$ cat src/rtl/branch_resolve_ctrl.sv
// ---------------------------------------------------------------------------
// branch_resolve_ctrl
//
// Sequences the ID-stage branch comparator of the pipelined MIPS core.
// The block checks the branch source registers against the EX/MEM/WB
// destinations and stalls IF/ID long enough for the producer to reach a
// forwardable stage. It selects the comparator operand sources and drives
// the comparator op code. The comparator result becomes a one-cycle
// redirect/flush pulse. A saturating counter records branch stall cycles.
//
// Ports
//   clk, rst_n           : clock (rising edge), async active-low reset
//   BranchValid          : ID stage holds a conditional branch
//   BranchOp[2:0]        : 000 BEQ, 001 BGEZ, 010 BGTZ, 011 BLEZ,
//                          100 BLTZ, 101 BNE (110/111 are treated as no-ops)
//   Rs, Rt [4:0]         : branch sources (Rt is only used by BEQ/BNE)
//   EX_*/MEM_*/WB_*      : downstream writeback enables, load flags and
//                          destination registers
//   Flush                : external flush; aborts a pending branch
//   CmpResult            : comparator result
//   CmpControl[2:0]      : op code to the comparator
//   ForwardA/B[1:0]      : 00 regfile, 01 MEM ALU result, 10 WB result
//   Stall                : freeze PC and IF/ID
//   Taken                : redirect PC to the branch target and flush IF/ID
//   StallCount[CNT_W-1:0]: saturating count of branch stall cycles
// ---------------------------------------------------------------------------
module branch_resolve_ctrl #(
  parameter int CNT_W = 16
) (
  input  logic             clk,
  input  logic             rst_n,
  input  logic             BranchValid,
  input  logic [2:0]       BranchOp,
  input  logic [4:0]       Rs,
  input  logic [4:0]       Rt,
  input  logic             EX_RegWrite,
  input  logic             EX_MemRead,
  input  logic [4:0]       EX_Rd,
  input  logic             MEM_RegWrite,
  input  logic             MEM_MemRead,
  input  logic [4:0]       MEM_Rd,
  input  logic             WB_RegWrite,
  input  logic [4:0]       WB_Rd,
  input  logic             Flush,
  input  logic             CmpResult,
  output logic [2:0]       CmpControl,
  output logic [1:0]       ForwardA,
  output logic [1:0]       ForwardB,
  output logic             Stall,
  output logic             Taken,
  output logic [CNT_W-1:0] StallCount
);

  localparam logic [0:0] IDLE = 1'b0;
  localparam logic [0:0] WAIT = 1'b1;

  // Classify one operand against the pipeline. The result is packed as
  // {match, pos[1:0], need[1:0]}. Here pos is the producer's distance from
  // WB (EX=2, MEM=1, WB=0), and need is the number of stall cycles required.
  function automatic logic [4:0] classify(
    input logic       chk,
    input logic [4:0] r,
    input logic       ex_w,
    input logic       ex_m,
    input logic [4:0] ex_rd,
    input logic       mem_w,
    input logic       mem_m,
    input logic [4:0] mem_rd,
    input logic       wb_w,
    input logic [4:0] wb_rd
  );
    logic [4:0] c;
    c = 5'b0;
    if (chk && (r != 5'd0)) begin
      if (ex_w && (ex_rd == r)) begin
        c = ex_m ? {1'b1, 2'd2, 2'd2} : {1'b1, 2'd2, 2'd1};
      end else if (mem_w && (mem_rd == r)) begin
        c = mem_m ? {1'b1, 2'd1, 2'd1} : {1'b1, 2'd1, 2'd0};
      end else if (wb_w && (wb_rd == r)) begin
        c = {1'b1, 2'd0, 2'd0};
      end
    end
    return c;
  endfunction

  // The forward select depends on where the producer sits once the branch
  // has waited `need` cycles. If the producer is in MEM, the ALU result is
  // forwarded (01). If it is in WB, the WB result is forwarded (10). If it
  // has already retired, the register file holds the value (00). With
  // need=0 this gives the live same-cycle selection.
  function automatic logic [1:0] fwd_sel(input logic [4:0] c, input logic [1:0] need);
    logic [2:0] d;
    logic [1:0] f;
    d = {1'b0, c[3:2]} - {1'b0, need};
    f = 2'b00;
    if (c[4]) begin
      if (d == 3'd1) begin
        f = 2'b01;
      end else if (d == 3'd0) begin
        f = 2'b10;
      end
    end
    return f;
  endfunction

  logic [0:0] state, next_state;
  logic [1:0] cnt, next_cnt;
  logic [2:0] cap_op;
  logic [1:0] cap_fwd_a, cap_fwd_b;
  logic       capture;
  logic       op_valid, use_rt;
  logic [4:0] cls_a, cls_b;
  logic [1:0] need_max;
  logic [1:0] fwd_a, fwd_b;

  assign op_valid = (BranchOp <= 3'b101);
  assign use_rt   = (BranchOp == 3'b000) || (BranchOp == 3'b101);

  assign cls_a = classify(1'b1, Rs, EX_RegWrite, EX_MemRead, EX_Rd,
                          MEM_RegWrite, MEM_MemRead, MEM_Rd, WB_RegWrite, WB_Rd);
  assign cls_b = classify(use_rt, Rt, EX_RegWrite, EX_MemRead, EX_Rd,
                          MEM_RegWrite, MEM_MemRead, MEM_Rd, WB_RegWrite, WB_Rd);

  assign need_max = (cls_a[1:0] > cls_b[1:0]) ? cls_a[1:0] : cls_b[1:0];
  assign fwd_a    = fwd_sel(cls_a, need_max);
  assign fwd_b    = fwd_sel(cls_b, need_max);

  // Mealy output and next-state logic. All outputs are forced to their
  // reset values while rst_n is low. This makes a reset during WAIT clear
  // them immediately, without waiting for an edge.
  always_comb begin
    Stall      = 1'b0;
    Taken      = 1'b0;
    ForwardA   = 2'b00;
    ForwardB   = 2'b00;
    CmpControl = 3'b000;
    next_state = state;
    next_cnt   = cnt;
    capture    = 1'b0;
    if (rst_n) begin
      case (state)
        IDLE: begin
          CmpControl = BranchOp;
          if (BranchValid && op_valid && !Flush) begin
            if (need_max == 2'd0) begin
              ForwardA = fwd_a;
              ForwardB = fwd_b;
              Taken    = CmpResult;
            end else begin
              Stall      = 1'b1;
              capture    = 1'b1;
              next_cnt   = need_max - 2'd1;
              next_state = WAIT;
            end
          end
        end
        WAIT: begin
          CmpControl = cap_op;
          ForwardA   = cap_fwd_a;
          ForwardB   = cap_fwd_b;
          if (Flush) begin
            next_state = IDLE;
          end else if (cnt != 2'd0) begin
            Stall    = 1'b1;
            next_cnt = cnt - 2'd1;
          end else begin
            Taken      = CmpResult;
            next_state = IDLE;
          end
        end
        default: next_state = IDLE;
      endcase
    end
  end

  // State, captured branch context and the saturating stall counter.
  always_ff @(posedge clk or negedge rst_n) begin
    if (!rst_n) begin
      state      <= IDLE;
      cnt        <= 2'd0;
      cap_op     <= 3'b000;
      cap_fwd_a  <= 2'b00;
      cap_fwd_b  <= 2'b00;
      StallCount <= '0;
    end else begin
      state <= next_state;
      cnt   <= next_cnt;
      if (capture) begin
        cap_op    <= BranchOp;
        cap_fwd_a <= fwd_a;
        cap_fwd_b <= fwd_b;
      end
      if (Stall && (StallCount != {CNT_W{1'b1}})) begin
        StallCount <= StallCount + {{(CNT_W-1){1'b0}}, 1'b1};
      end
    end
  end

endmodule

$ cat config.mk
export PLATFORM = sky130hd
export DESIGN_NAME = branch_resolve_ctrl
export DESIGN_NICKNAME = d
export VERILOG_FILES = /design/src/rtl/branch_resolve_ctrl.sv
export SDC_FILE = /design/constraint.sdc
export NUM_CORES = 1
export LEC_CHECK = 0
export BUFFER_PORTS_ARGS = -buffer_cell sky130_fd_sc_hd__buf_2
export CAP_MARGIN = 20
export CORE_MARGIN = 5
export CORE_UTILIZATION = 55
export CTS_CLUSTER_SIZE = 40
export DETAILED_ROUTE_END_ITERATION = 10
export PLACE_DENSITY = 0.91
export SYNTH_ARGS = -nofsm -noshare
export SYNTH_HDL_FRONTEND = slang
export SYNTH_SLANG_ARGS = --single-unit
$ cat constraint.sdc
create_clock -name clk -period 12.4 [get_ports clk]
set_input_delay 3.1 -clock clk [delete_from_list [all_inputs] [get_ports clk]]
set_output_delay 3.1 -clock clk [all_outputs]
set_load 0.01 [all_outputs]
# Word-level counts from Yosys, hierarchy flattened
# Index checks and enable logic that the tools add are counted.
[totals]
latchBits = 0
elab_cells = 94
register_bits = 26
n_memories = 0
mem_bits_ro = 0
mem_bits_rw = 0
[op_classes]
mul = 0
reduce_logical = 20
addsub = 5
eq_ne = 14
n_div = 0
shift = 0
muxes = 46
bitwise = 1
n_lt_le_gt_ge = 2
[ops]
columns = ["cell", "n"]
rows = [
  ["$mux 5", 8],
  ["$mux 2", 18],
  ["$eq 5x5->1", 6],
  ["$add 16x1->16 const B", 1],
  ["$ne 16x16->1 const B", 1],
  ["$mux 1", 13],
  ["$pmux 2 s2", 3],
  ["$logic_and 1x1->1", 10],
  ["$reduce_bool 5->1", 2],
  ["$logic_not 3->1", 3],
  ["$eq 3x1->1 const B", 2],
  ["$ne 2x2->1 const B", 3],
  ["$pmux 3 s2", 1],
  ["$sub 2x2->3", 2],
  ["$reduce_and 5->1", 1],
  ["$pmux 1 s2", 2],
  ["$sub 2x1->2 const B", 2],
  ["$eq 3x3->1 const B", 1],
  ["$le 3x3->1 const B", 1],
  ["$mux 3", 1],
  ["$gt 2x2->1", 1],
  ["$logic_not 2->1", 1],
  ["$ne 2x1->1 const B", 1],
  ["$reduce_bool 2->1", 1],
  ["other kinds (3)", 3],
]

# Depth between registers and ports, before layout
# Gate-level depths: netlist of run 1.
[logic_depth]
depth_word = 17
depth_mapped = 18

# Worst setup path after synthesis of run 1
# OpenSTA, ideal clock, no wires.
[synth_timing]
path_kind = "input -> output"
start = "input port BranchOp[2]"
end = "output port ForwardA[0]"
setup_slack_ps = 2962
n_path_buf = 0
t_arrival_ps = 6338
stages = 17
cell_sequence = "xor2_1 > a211o_1 > or3_1 > nand2b_1 > o32ai_1 > ha_1 > nor2b_1 > o21ai_1 > o31ai_4 > o22ai_4 > inv_1 > ha_1 > inv_1 > fa_1 > nor2_1 > nand3_1 > o21ai_1"
[synth_between]
elab_chain_cells = 14
[synth_lines]
columns = ["element", "line", "text"]
rows = [
  ["start: declaration", "33", "input logic [2:0] BranchOp,"],
  ["$eq 3x3->1 or $logic_not 3->1 (tied branches)", "117", "assign use_rt = (BranchOp == 3'b000) || (BranchOp == 3'b101);"],
  ["$logic_or 1x1->1", "117", ""],
  ["$logic_and 1x1->1", "74", "if (chk && (r != 5'd0)) begin"],
  ["$mux 5", "74", ""],
  ["$gt 2x2->1", "124", "assign need_max = (cls_a[1:0] > cls_b[1:0]) ? cls_a[1:0] : cls_b[1:0];"],
  ["$mux 2", "124", ""],
  ["$sub 2x2->3", "94", "d = {1'b0, c[3:2]} - {1'b0, need};"],
  ["$eq 3x1->1", "97", "if (d == 3'd1) begin"],
  ["$mux 2", "97", ""],
  ["$mux 2", "96", "if (c[4]) begin"],
  ["$mux 2", "145", "if (need_max == 2'd0) begin"],
  ["$mux 2 (*)", "144", "if (BranchValid && op_valid && !Flush) begin"],
  ["$pmux 2 s2 (*)", "141", "case (state)"],
  ["$mux 2 (*)", "140", "if (rst_n) begin"],
  ["end: declaration", "47", "output logic [1:0] ForwardA,"],
]
# Mark *: on every way between the ends. The rest lies on a longest branch, timed or not.

# Final worst setup path of run 1
[layout_timing]
start = "input port Rs[4]"
end = "output port ForwardB[0]"
[layout_between]
elab_chain_cells = 15
[layout_lines]
columns = ["element", "line", "text"]
rows = [
  ["start: declaration", "34", "input logic [4:0] Rs,"],
  ["$eq 5x5->1", "77", "end else if (mem_w && (mem_rd == r)) begin"],
  ["$logic_and 1x1->1", "77", ""],
  ["$mux 5", "77", ""],
  ["$mux 5", "75", "if (ex_w && (ex_rd == r)) begin"],
  ["$mux 5 (*)", "74", ""],
  ["$gt 2x2->1", "124", ""],
  ["$mux 2 (*)", "124", ""],
  ["$sub 2x2->3", "94", ""],
  ["$eq 3x1->1", "97", ""],
  ["$mux 2", "97", ""],
  ["$mux 2", "96", ""],
  ["$mux 2 (*)", "145", ""],
  ["$mux 2 (*)", "144", ""],
  ["$pmux 2 s2 (*)", "141", ""],
  ["$mux 2 (*)", "140", ""],
  ["end: declaration", "48", "output logic [1:0] ForwardB,"],
]
# Marks and branches as above.

==> results of run 1 <==
## cells in the mapped netlist, types with 2 or more instances
cell type	number
a31oi_1	2
nor2_1	17
nand2_1	15
nor3_2	2
fa_1	2
xnor2_1	30
o21ai_1	5
and2_1	2
inv_1	8
mux2_4	4
nor3_1	4
o2bb2ai_1	3
a21o_1	4
nand3_1	21
ha_1	8
and4_1	3
nor2b_1	2
a21oi_1	6
and3_1	6
mux2i_1	3
or3_1	3
nand2b_1	3
nand4_1	7
xor2_1	15
nor4_1	4
dfrtp_1	26
## area by class of cell
class	count	share of cell area (%)
multi-input cells	191	56.39
flip-flops and latches	26	25.65
repair buffers	62	12.23
well taps	48	2.368
clock buffers	4	2.171
inverters	8	1.184
## registers in the layout, summed over array words and instances, names as in the netlist
register / flops
StallCount: 16
cap_fwd_a: 2
cap_fwd_b: 2
cap_op: 3
cnt: 2
state: 1
## final timing paths
path | from | end | slack [ns] | cells after the start
setup / recovery | Rs[4] | ForwardB[0] | 2.33 | 19
hold / removal | cap_fwd_b[0] | cap_fwd_b[0] | 0.50 | 1
setup reg to reg | state | StallCount[1] | 9.67 | 7
hold reg to reg | cap_fwd_b[0] | cap_fwd_b[0] | 0.50 | 1
max in group asynchronous | rst_n | cnt[0] | 9.08 | 1
min in group asynchronous | rst_n | StallCount[8] | 2.87 | 1
## metrics by stage
stage               instance area, sq um  cells  worst slack (ns)
finish                              2536    339             2.326
global route                        2536    339             1.984
CTS                                 2536    339             2.309
detailed placement                  2481    335             2.324
global placement                    2481    335             2.541
floorplan                           2131    229             2.962
## metal layers
metal	global-route usage (%)	vias to the layer above	part of all wire, %
met5	0	-	0
met4	4.384	0	1.4
met3	1.939	9	4.6
met2	37.92	53	51
met1	27.63	935	43
li1	-	941	-
## cell families after synthesis
| group | Yosys count |
|---|---|
| adder cells (fa/ha/maj) | 10 |
| AO/OA/AOI/OAI | 31 |
| multiplexers | 7 |
| XOR/XNOR | 45 |
| flip-flops | 26 |
| buffers and inverters | 12 |
| AND/OR/NAND/NOR | 98 |
## critical path, stage by stage
cell	delay (ns)
buf_2	0.13
xor2_1	0.17
nor4_2	0.33
nand3_1	0.24
nor2_1	0.29
and2_1	0.19
ha_1	0.24
nor2b_1	0.13
o21ai_1	0.41
o31ai_4	0.17
o22ai_4	0.26
inv_1	0.12
ha_1	0.21
inv_1	0.07
fa_1	0.42
nor2_1	0.10
nand3_1	0.10
o21ai_1	0.14
buf_2	0.15
## power by group
group / internal, mW / switching [mW] / total, mW / leakage, nW
sequential: 0.0892 / 0.00440 / 0.0936 / 0.355
combinational: 0.0202 / 0.0236 / 0.0438 / 0.809
clock: 0.0283 / 0.0244 / 0.0527 / 0.0288
total: 0.138 / 0.0523 / 0.190 / 1.19
==> reports/results.ini, run 1 <==
[route]
drtIter0Drc = 100
via_count = 1938
drc_errors = 0
wl_per_cell_microns = 15.30
dr.pass1.iters = 4
final_antenna_net_count = 0
avgViaCountPerCell = 5.717
wirelength_microns = 5188

[timing]
slew_headroom_pct = 53.76
worst_pin_slew_ns = 0.6936
rsz0062_at_grt = no
finalSetupTns_ns = 0
finalCriticalPeriod_ns = 10.07
fin_hold_ws_ns = 0.5003
hold_violations = 0
skew_ns = 0.005525
fmax_mhz = 99.27
finalSetupViolations = 0
post-route-period-util_pct = 81.24
final-max-slew-violation-count = 0

[clock_tree]
cts_resized = 0
clockRootBuffer = clkbuf_8
clk_pin_slew_worst_paths_ns = 0.08
post_cts_buffers = 0
hold_buffers = 0
cts.sinks = 26
cts_tree = built
cts-buffers-inserted = 3
insertion_delay_ns = 0.27
cts_buffer_depth = 2
cts_htree_levels = 1

[logic_synthesis]
synth_top_cell_by_area = dfrtp_1
synth_compound_area_share_pct = 12.10
synth_adder_area_share_pct = 6.577
synthTopCellsByArea = dfrtp_1 31%, xnor2_1 12%, xor2_1 6.2%, nand3_1 4.9%, ha_1 4.7%
syn_inst = 229
synthSimpleGateAreaFrac_pct = 25.72
synth_fp_nets = 277
ys.warnings.count = 0
synthFlopType = dfrtp_1
yosysTopAreaCellShare_pct = 30.53
synth_edf_count = 0
synth-xor-area-share_pct = 18.50
async_flop_share_pct = 100.0
ys_types = 50
yosysSeqAreaShare_pct = 30.53
avgSynthCellArea_sq_um = 9.305
synth.area.mux_share_pct = 4.228
ys_ff_latch = 26
synthesis.area_sq_um = 2131
synth_top_family_by_area = simple AND/OR/NAND/NOR gates

[floorplanning]
die_area_sq_um = 5219
core_area_sq_um = 3716
initial_utilization_pct = 57.34
rows = 22
die-height_microns = 72.24
io_pins = 63
die_x_microns = 72.24

[finish]
layout_common_cells = 62 x buf_2, 30 x xnor2_1, 26 x dfrtp_1
multi_input_area_sq_um = 1430
area_growth_pct = 19.03
final.fill_count = 313
final_util_pct = 68.25
antenna_cells = 0
nets = 340
drive_above_1_share_pct = 27.49
layout_commonest_cell = buf_2
seq_area_sq_um = 650.6

[global_routing]
antenna_found_initial = 0
grt_pass1_wl_microns = 9080
first_global_vias = 2018
grt_start_max_net_pins = 35
gr-total-overflow = 0
grt_util_all_layers_pct = 21.14

[placed_design]
gp_congestion = 0.8732
dp_hpwl_microns = 4214
io_buffers = 62

[critical_path]
critPathMaxFanout = 8
crit_path_start_kind = input pin
critPathArrivalTime_ns = 6.97
critPathKind = input pin to output port
end_kind = output port
required_ns = 9.30

[power]
power_uw = 190.0
power_density_nw_per_um2 = 74.92
leakage_nw = 1.193
ir_drop_uv = 57.01

[min_path]
hold_class = flip-flop to flip-flop

[flow_run]
max_cap_violations = 0

[run_status]
status = finished, final reports clean

Power figures use the tool's default switching activity.
==> inputs of run 2 (changes only) <==
--- a/config.mk
+++ b/config.mk
@@ -5,13 +5,14 @@
 export SDC_FILE = /design/constraint.sdc
 export NUM_CORES = 1
 export LEC_CHECK = 0
+export ABC_AREA = 1
 export BUFFER_PORTS_ARGS = -buffer_cell sky130_fd_sc_hd__buf_2
 export CAP_MARGIN = 20
 export CORE_MARGIN = 5
-export CORE_UTILIZATION = 55
+export CORE_UTILIZATION = 49
 export CTS_CLUSTER_SIZE = 40
 export DETAILED_ROUTE_END_ITERATION = 10
-export PLACE_DENSITY = 0.91
+export PLACE_DENSITY = 0.84
 export SYNTH_ARGS = -nofsm -noshare
 export SYNTH_HDL_FRONTEND = slang
 export SYNTH_SLANG_ARGS = --single-unit
==> constraint.sdc (replaced) <==
create_clock -name clk -period 8.8 [get_ports clk]
set_input_delay 2.2 -clock clk [delete_from_list [all_inputs] [get_ports clk]]
set_output_delay 2.2 -clock clk [all_outputs]
set_load 0.01 [all_outputs]
==> reports/results.ini, run 2 <==
[critical_path]
r2r_slack_ns = 6.73  ; -2.94 ns
r2r_end = StallCount[8]
critical_path_buf_inv_count = 6  ; +2
crit_path_start_kind = input pin
required_ns = 6.60  ; -2.70 ns
crit_chain = buf_2, inv_2, nand2_1, nand2_1, nor2_1, nand2_1, nor2_1, nand3_1, nand2_1, inv_1, ha_1, a22oi_1, nand3_2, nand2_4, inv_1, ha_1, inv_1, fa_1, nor3b_1, nand2_1, nor2_1, nand3_1, a21oi_1, buf_2
cpLargestDelayFamily = simple AND/OR/NAND/NOR gates
max_stage_delay_ns = 0.40  ; -0.02 ns
end_kind = output port
critPathKind = input pin to output port
ff2ff_path_depth = 9  ; +2
crit_path_frequent_cell = nand2_1
r2r-start = StallCount[0]
critPathArrivalTime_ns = 5.52  ; -1.45 ns
crit_slowest_cell = fa_1
critPathMaxFanout = 8  ; unchanged

[global_routing]
antenna_found_initial = 0  ; unchanged
first_global_vias = 2676  ; +33%
grt_start_max_net_pins = 33  ; -5.7%
grt_util_all_layers_pct = 20.37  ; -0.78 points
gr-total-overflow = 0  ; unchanged
grt_pass1_wl_microns = 12030  ; +32%

[clock_tree]
cts-buffers-inserted = 3  ; unchanged
insertion_delay_ns = 0.28  ; about the same
clk_pin_slew_worst_paths_ns = 0.08  ; about the same
cts_buffer_depth = 2  ; unchanged
cts.sinks = 26  ; unchanged
cts_resized = 0  ; unchanged
cts_htree_levels = 1  ; unchanged
clockRootBuffer = clkbuf_8
post_cts_buffers = 0  ; unchanged
cts_tree = built
hold_buffers = 0  ; unchanged

[floorplanning]
core_area_sq_um = 5172  ; +39%
rows = 26  ; +18%
die_area_sq_um = 6932  ; +33%
io_pins = 63  ; unchanged
die_x_microns = 83.26  ; +15%
die-height_microns = 83.26  ; +15%
initial_utilization_pct = 50.85  ; -6.5 points

[min_path]
hold_class = flip-flop to flip-flop
hold_end = cap_op[0]
holdPathStages = 2  ; +1
holdCritStartpoint = cap_op[0]

[logic_synthesis]
synthTopCellsByArea = dfrtp_1 25%, nand2_1 18%, nand3_1 6.7%, inv_1 6.4%, nor2_1 6.0%
syn_inst = 409  ; +79%
synthFlopType = dfrtp_1
ys_types = 35  ; -30%
ys.warnings.count = 0  ; unchanged
synthesis.area_sq_um = 2630  ; +23%
async_flop_share_pct = 100.0  ; unchanged
avgSynthCellArea_sq_um = 6.430  ; -31%
ys_ff_latch = 26  ; unchanged
yosysTopAreaCellShare_pct = 24.74  ; -5.8 points
synth_edf_count = 0  ; unchanged
synthTopCellsByCount = 127 x nand2_1, 45 x inv_1, 42 x nor2_1, 35 x nand3_1, 26 x dfrtp_1
synth_fp_nets = 457  ; +65%
synth.most_common_cell = nand2_1
yosysSeqAreaShare_pct = 24.74  ; -5.8 points
synth_top_cell_by_area = dfrtp_1

[timing]
skew_ns = 0.007039  ; +0.001515 ns
slew_headroom_pct = 55.62  ; +1.9 points
hold_violations = 0  ; unchanged
finalSetupTns_ns = 0  ; unchanged
final-max-slew-violation-count = 0  ; unchanged
worst_pin_slew_ns = 0.6633  ; -0.03034 ns
finalCriticalPeriod_ns = 7.721
rsz0062_at_grt = no
fmax_mhz = 129.5
finalSetupViolations = 0  ; unchanged
post-route-period-util_pct = 87.74

[power]
intPower_uw = 199.3  ; +45%
leakage_nw = 1.716  ; +44%
power_frac_clock_pct = 26.0  ; -1.7 points
power.switching_uw = 98.88  ; +89%
switching_share_pct = 33.16  ; +5.6 points
pwr-share-seq_pct = 46.0  ; -3.2 points
ir_drop_uv = 57.51  ; +0.88%
power_density_nw_per_um2 = 98.43  ; +31%
combPwrFrac_pct = 28.1  ; +5.1 points

[flow_run]
max_cap_violations = 0  ; unchanged

[finish]
layout_commonest_cell = nand2_1
nets = 518  ; +52%
multi_input_area_sq_um = 1690  ; +18%
drive_above_1_share_pct = 22.60  ; -4.9 points
final.fill_count = 504  ; +61%
layout_common_cells = 127 x nand2_1, 62 x buf_2, 45 x inv_1
largest_registers = StallCount x16, cap_op x3
seq_area_sq_um = 650.6  ; unchanged
top_register = StallCount
area_growth_pct = 15.18
final_util_pct = 58.56  ; -9.7 points
largest_reg_flops = 16  ; unchanged
antenna_cells = 0  ; unchanged

[placed_design]
dp_hpwl_microns = 5524  ; +31%
gp_congestion = 0.9865  ; +13%
io_buffers = 62  ; unchanged

[route]
dr.pass1.iters = 5  ; +1
drc_errors = 0  ; unchanged
avgViaCountPerCell = 5.182  ; -9.4%
final_antenna_net_count = 0  ; unchanged
drtIter0Drc = 148  ; +48%
wirelength_microns = 6809  ; +31%
via_count = 2793  ; +44%
wl_per_cell_microns = 12.63  ; -17%

[run_status]
status = finished, final reports clean

-- run 2: area by class of cell --
cell class,count,area share [%]
multi-input combinational,318,55.80
sequential,26,21.48
timing repair buffer,62,10.24
inverter,59,7.765
tap,70,2.891
clock buffer,4,1.817
-- run 2: per-stage QoR --
stage	total power [mW]	cells	area [sq um]	hold slack (ns)	setup slack (ns)
finish	0.2982	539	3029	0.4898	1.079
global route	0.3203	539	3029	0.5216	0.7239
CTS	0.2997	539	3029	0.4904	1.092
global placement	0.2199	535	2974	0.4605	1.220
detailed placement	0.2225	535	2974	0.4691	1.090
floorplan	0.1902	409	2630	0.4496	1.569
-- run 2: tightest hold or removal path: stages, from the launching register on --
cell	delay (ns)
dfrtp_1	0.35
nand2_1	0.06
o21ai_2	0.05
-- run 2: logic make-up after synthesis --
logic type	after synthesis	synth area share, %
flops	26	24.74
xor+xnor	19	6.327
buf+inv	65	10.99
fa+ha+maj	10	5.328
simple gates	255	45.20
compound gates	34	7.421
-- run 2: how the worst max path moves through the flow --
| stage | to | depth (start not counted) | startpoint | slack (ns) |
|---|---|---|---|---|
| after floorplan | ForwardB[0] | 20 | BranchOp[0] | 1.57 |
| after global placement | ForwardB[0] | 23 | Rt[4] | 1.22 |
| after detailed placement | ForwardB[0] | 23 | Rt[4] | 1.09 |
| after CTS | ForwardB[0] | 22 | BranchOp[0] | 1.09 |
| after global routing | ForwardB[0] | 21 | Rs[1] | 0.72 |
| final | ForwardB[0] | 24 | Rs[4] | 1.08 |
-- run 2: layer usage --
metal	wire length (microns)	GRT usage, %	vias up
li1	-	-	1434
met1	3163	29.50	1231
met2	3004	30.90	113
met3	509	3.663	15
met4	131	5.498	0
met5	0	0	-
-- run 2: power groups by stage --
stage | Sequential [mW] | Clock, mW | Combinational [mW]
after floorplan | 0.139 | 0 | 0.0514
after global placement | 0.138 | 0 | 0.0814
after detailed placement | 0.139 | 0 | 0.0833
after CTS | 0.137 | 0.0791 | 0.0837
after global routing | 0.138 | 0.0861 | 0.0959
final | 0.137 | 0.0774 | 0.0837
==> inputs of run 3 (changes only) <==
--- a/config.mk
+++ b/config.mk
@@ -5,11 +5,10 @@
 export SDC_FILE = /design/constraint.sdc
 export NUM_CORES = 1
 export LEC_CHECK = 0
-export ABC_AREA = 1
 export BUFFER_PORTS_ARGS = -buffer_cell sky130_fd_sc_hd__buf_2
 export CAP_MARGIN = 20
 export CORE_MARGIN = 5
-export CORE_UTILIZATION = 49
+export CORE_UTILIZATION = 47
 export CTS_CLUSTER_SIZE = 40
 export DETAILED_ROUTE_END_ITERATION = 10
 export PLACE_DENSITY = 0.84
==> reports/results.ini, run 3 (same netlist as run 1, synthesis figures left out) <==
[run_status]
status = finished, final reports clean

[finish]
largest_reg_flops = 16  ; unchanged
layout_commonest_cell = buf_2
antenna_cells = 0  ; unchanged
multi_input_area_sq_um = 1430  ; -15%
fin_cells = 344  ; -36%
largest_registers = StallCount x16, cap_op x3
area_growth_pct = 20.38
drive_above_1_share_pct = 27.74  ; +5.1 points
top_register = StallCount
final.fill_count = 372  ; -26%
seq_area_sq_um = 650.6  ; unchanged
layout_common_cells = 62 x buf_2, 30 x xnor2_1, 26 x dfrtp_1
nets = 341  ; -34%

[clock_tree]
cts_resized = 0  ; unchanged
clockRootBuffer = clkbuf_8
cts_tree = built
cts_buffer_depth = 2  ; unchanged
insertion_delay_ns = 0.27  ; about the same
cts_htree_levels = 1  ; unchanged
cts.sinks = 26  ; unchanged
post_cts_buffers = 0  ; unchanged
cts-buffers-inserted = 3  ; unchanged
clk_pin_slew_worst_paths_ns = 0.09  ; about the same
hold_buffers = 0  ; unchanged

[critical_path]
crit_path_start_kind = input pin
cp_num_cells = 19  ; -21%
required_ns = 6.60  ; about the same
critical_path_buf_inv_count = 4  ; -2
ff2ff_path_depth = 8  ; -1
critPathKind = input pin to output port
critPathArrivalTime_ns = 5.99  ; +0.47 ns
cpLargestDelayFamily = simple AND/OR/NAND/NOR gates
max_stage_delay_ns = 0.42  ; +0.02 ns
end_kind = output port
crit_chain = buf_2, xor2_1, nor4_2, nand3_1, nor2_1, and2_1, ha_1, nor2b_1, o21ai_1, o31ai_4, o22ai_4, inv_1, ha_1, inv_1, fa_1, nor2_1, nand3_1, o21ai_1, buf_2
critPathMaxFanout = 8  ; unchanged
crit_slowest_cell = fa_1

[timing]
hold_violations = 0  ; unchanged
slew_headroom_pct = 52.45  ; -3.2 points
skew_ns = 0.004788  ; -0.002252 ns
rsz0062_at_grt = no
finalSetupTns_ns = 0  ; unchanged
post-route-period-util_pct = 93.07  ; +5.3 points
worst_pin_slew_ns = 0.7132  ; +0.04990 ns
finalSetupViolations = 0  ; unchanged
finalCriticalPeriod_ns = 8.190  ; +0.4693 ns
fmax_mhz = 122.1  ; -5.7%
final-max-slew-violation-count = 0  ; unchanged

[route]
dr.pass1.iters = 4  ; -1
via_count = 1940  ; -31%
wl_per_cell_microns = 14.63  ; +16%
wirelength_microns = 5033  ; -26%
final_antenna_net_count = 0  ; unchanged
drtIter0Drc = 81  ; -45%
avgViaCountPerCell = 5.640  ; +8.8%
drc_errors = 0  ; unchanged

[placed_design]
dp.cells = 340  ; -36%
gp_congestion = 0.9082  ; -7.9%
dp_hpwl_microns = 4045  ; -27%
io_buffers = 62  ; unchanged

[flow_run]
max_cap_violations = 0  ; unchanged

[global_routing]
grt_start_max_net_pins = 35  ; +6.1%
grt.busiest_layer = met2
first_global_vias = 1950  ; -27%
gr-total-overflow = 0  ; unchanged
use_met1_pct = 21.51  ; -8.0 points
grt_util_all_layers_pct = 16.92  ; -3.4 points
met3_usage_pct = 3.241  ; -0.42 points
grt_pass1_wl_microns = 8597  ; -29%
met2_usage_pct = 27.78  ; -3.1 points
antenna_found_initial = 0  ; unchanged

[floorplanning]
die_x_microns = 77.33  ; -7.1%
rows = 24  ; -7.7%
initial_utilization_pct = 48.60  ; -2.2 points
die-height_microns = 77.33  ; -7.1%
die_area_sq_um = 5980  ; -14%
io_pins = 63  ; unchanged
core_area_sq_um = 4384  ; -15%

[min_path]
holdPathStages = 1  ; -1
hold_class = flip-flop to flip-flop

[power]
power_density_nw_per_um2 = 113.3  ; +15%
leakage_nw = 1.206  ; -30%
ir_drop_uv = 79.53  ; +38%

run 3: layer usage:
metal  share of wire (%)  up-vias  routed length [microns]
met1                  43      901                     2153
met5                   0        -                        0
met4                 1.7        0                       87
met2                  46       83                     2327
li1                    -      946                        -
met3                 9.2       10                      465
run 3: worst reg2reg max path, cell delays in order (launching register included):
cell and delay (ns):
dfrtp_1 0.58, nor2_1 0.17, nand2_1 0.06, a21oi_1 0.28, o21ai_1 0.25, nor3_2 0.30, buf_4 0.21, and2b_1 0.22
mux2_4 0.31
run 3: per-stage QoR:
step | hold slack [ns] | util, % | worst slack (ns) | power (mW) | instance area, sq um
final | 0.5008 | 58.50 | 0.6097 | 0.2907 | 2565
after detailed placement | 0.4814 | 56.88 | 0.6064 | 0.1956 | 2494
after CTS | 0.5030 | 58.50 | 0.5885 | 0.2949 | 2565
after global placement | 0.4728 | 56.88 | 0.7270 | 0.1942 | 2494
after global routing | 0.5160 | 58.50 | 0.2228 | 0.3071 | 2565
after floorplan | 0.4568 | - | 1.162 | 0.1681 | 2131
run 3: area by class of cell:
cell class / count / share of cell area, %
multi-input cells: 191 / 55.76
flip-flops and latches: 26 / 25.37
repair buffers: 63 / 12.39
well taps: 52 / 2.537
clock buffers: 3 / 1.610
clock inverters: 1 / 1.171
inverters: 8 / 1.171
run 3: report_power, final:
| group | internal (mW) | switching (mW) |
|---|---|---|
| clock network | 0.0608 | 0.0368 |
| registers | 0.126 | 0.00599 |
| logic | 0.0284 | 0.0331 |
| total | 0.215 | 0.0759 |
run 3: final timing paths:
check | startpoint | end | slack, ns
max in group asynchronous | rst_n | state | 6.37
worst max register to register | state | StallCount[1] | 6.33
worst min register to register | StallCount[7] | StallCount[7] | 0.50
worst max-delay path | Rs[4] | ForwardA[0] | 0.61
min in group asynchronous | rst_n | StallCount[10] | 1.97
worst min-delay path | StallCount[7] | StallCount[7] | 0.50
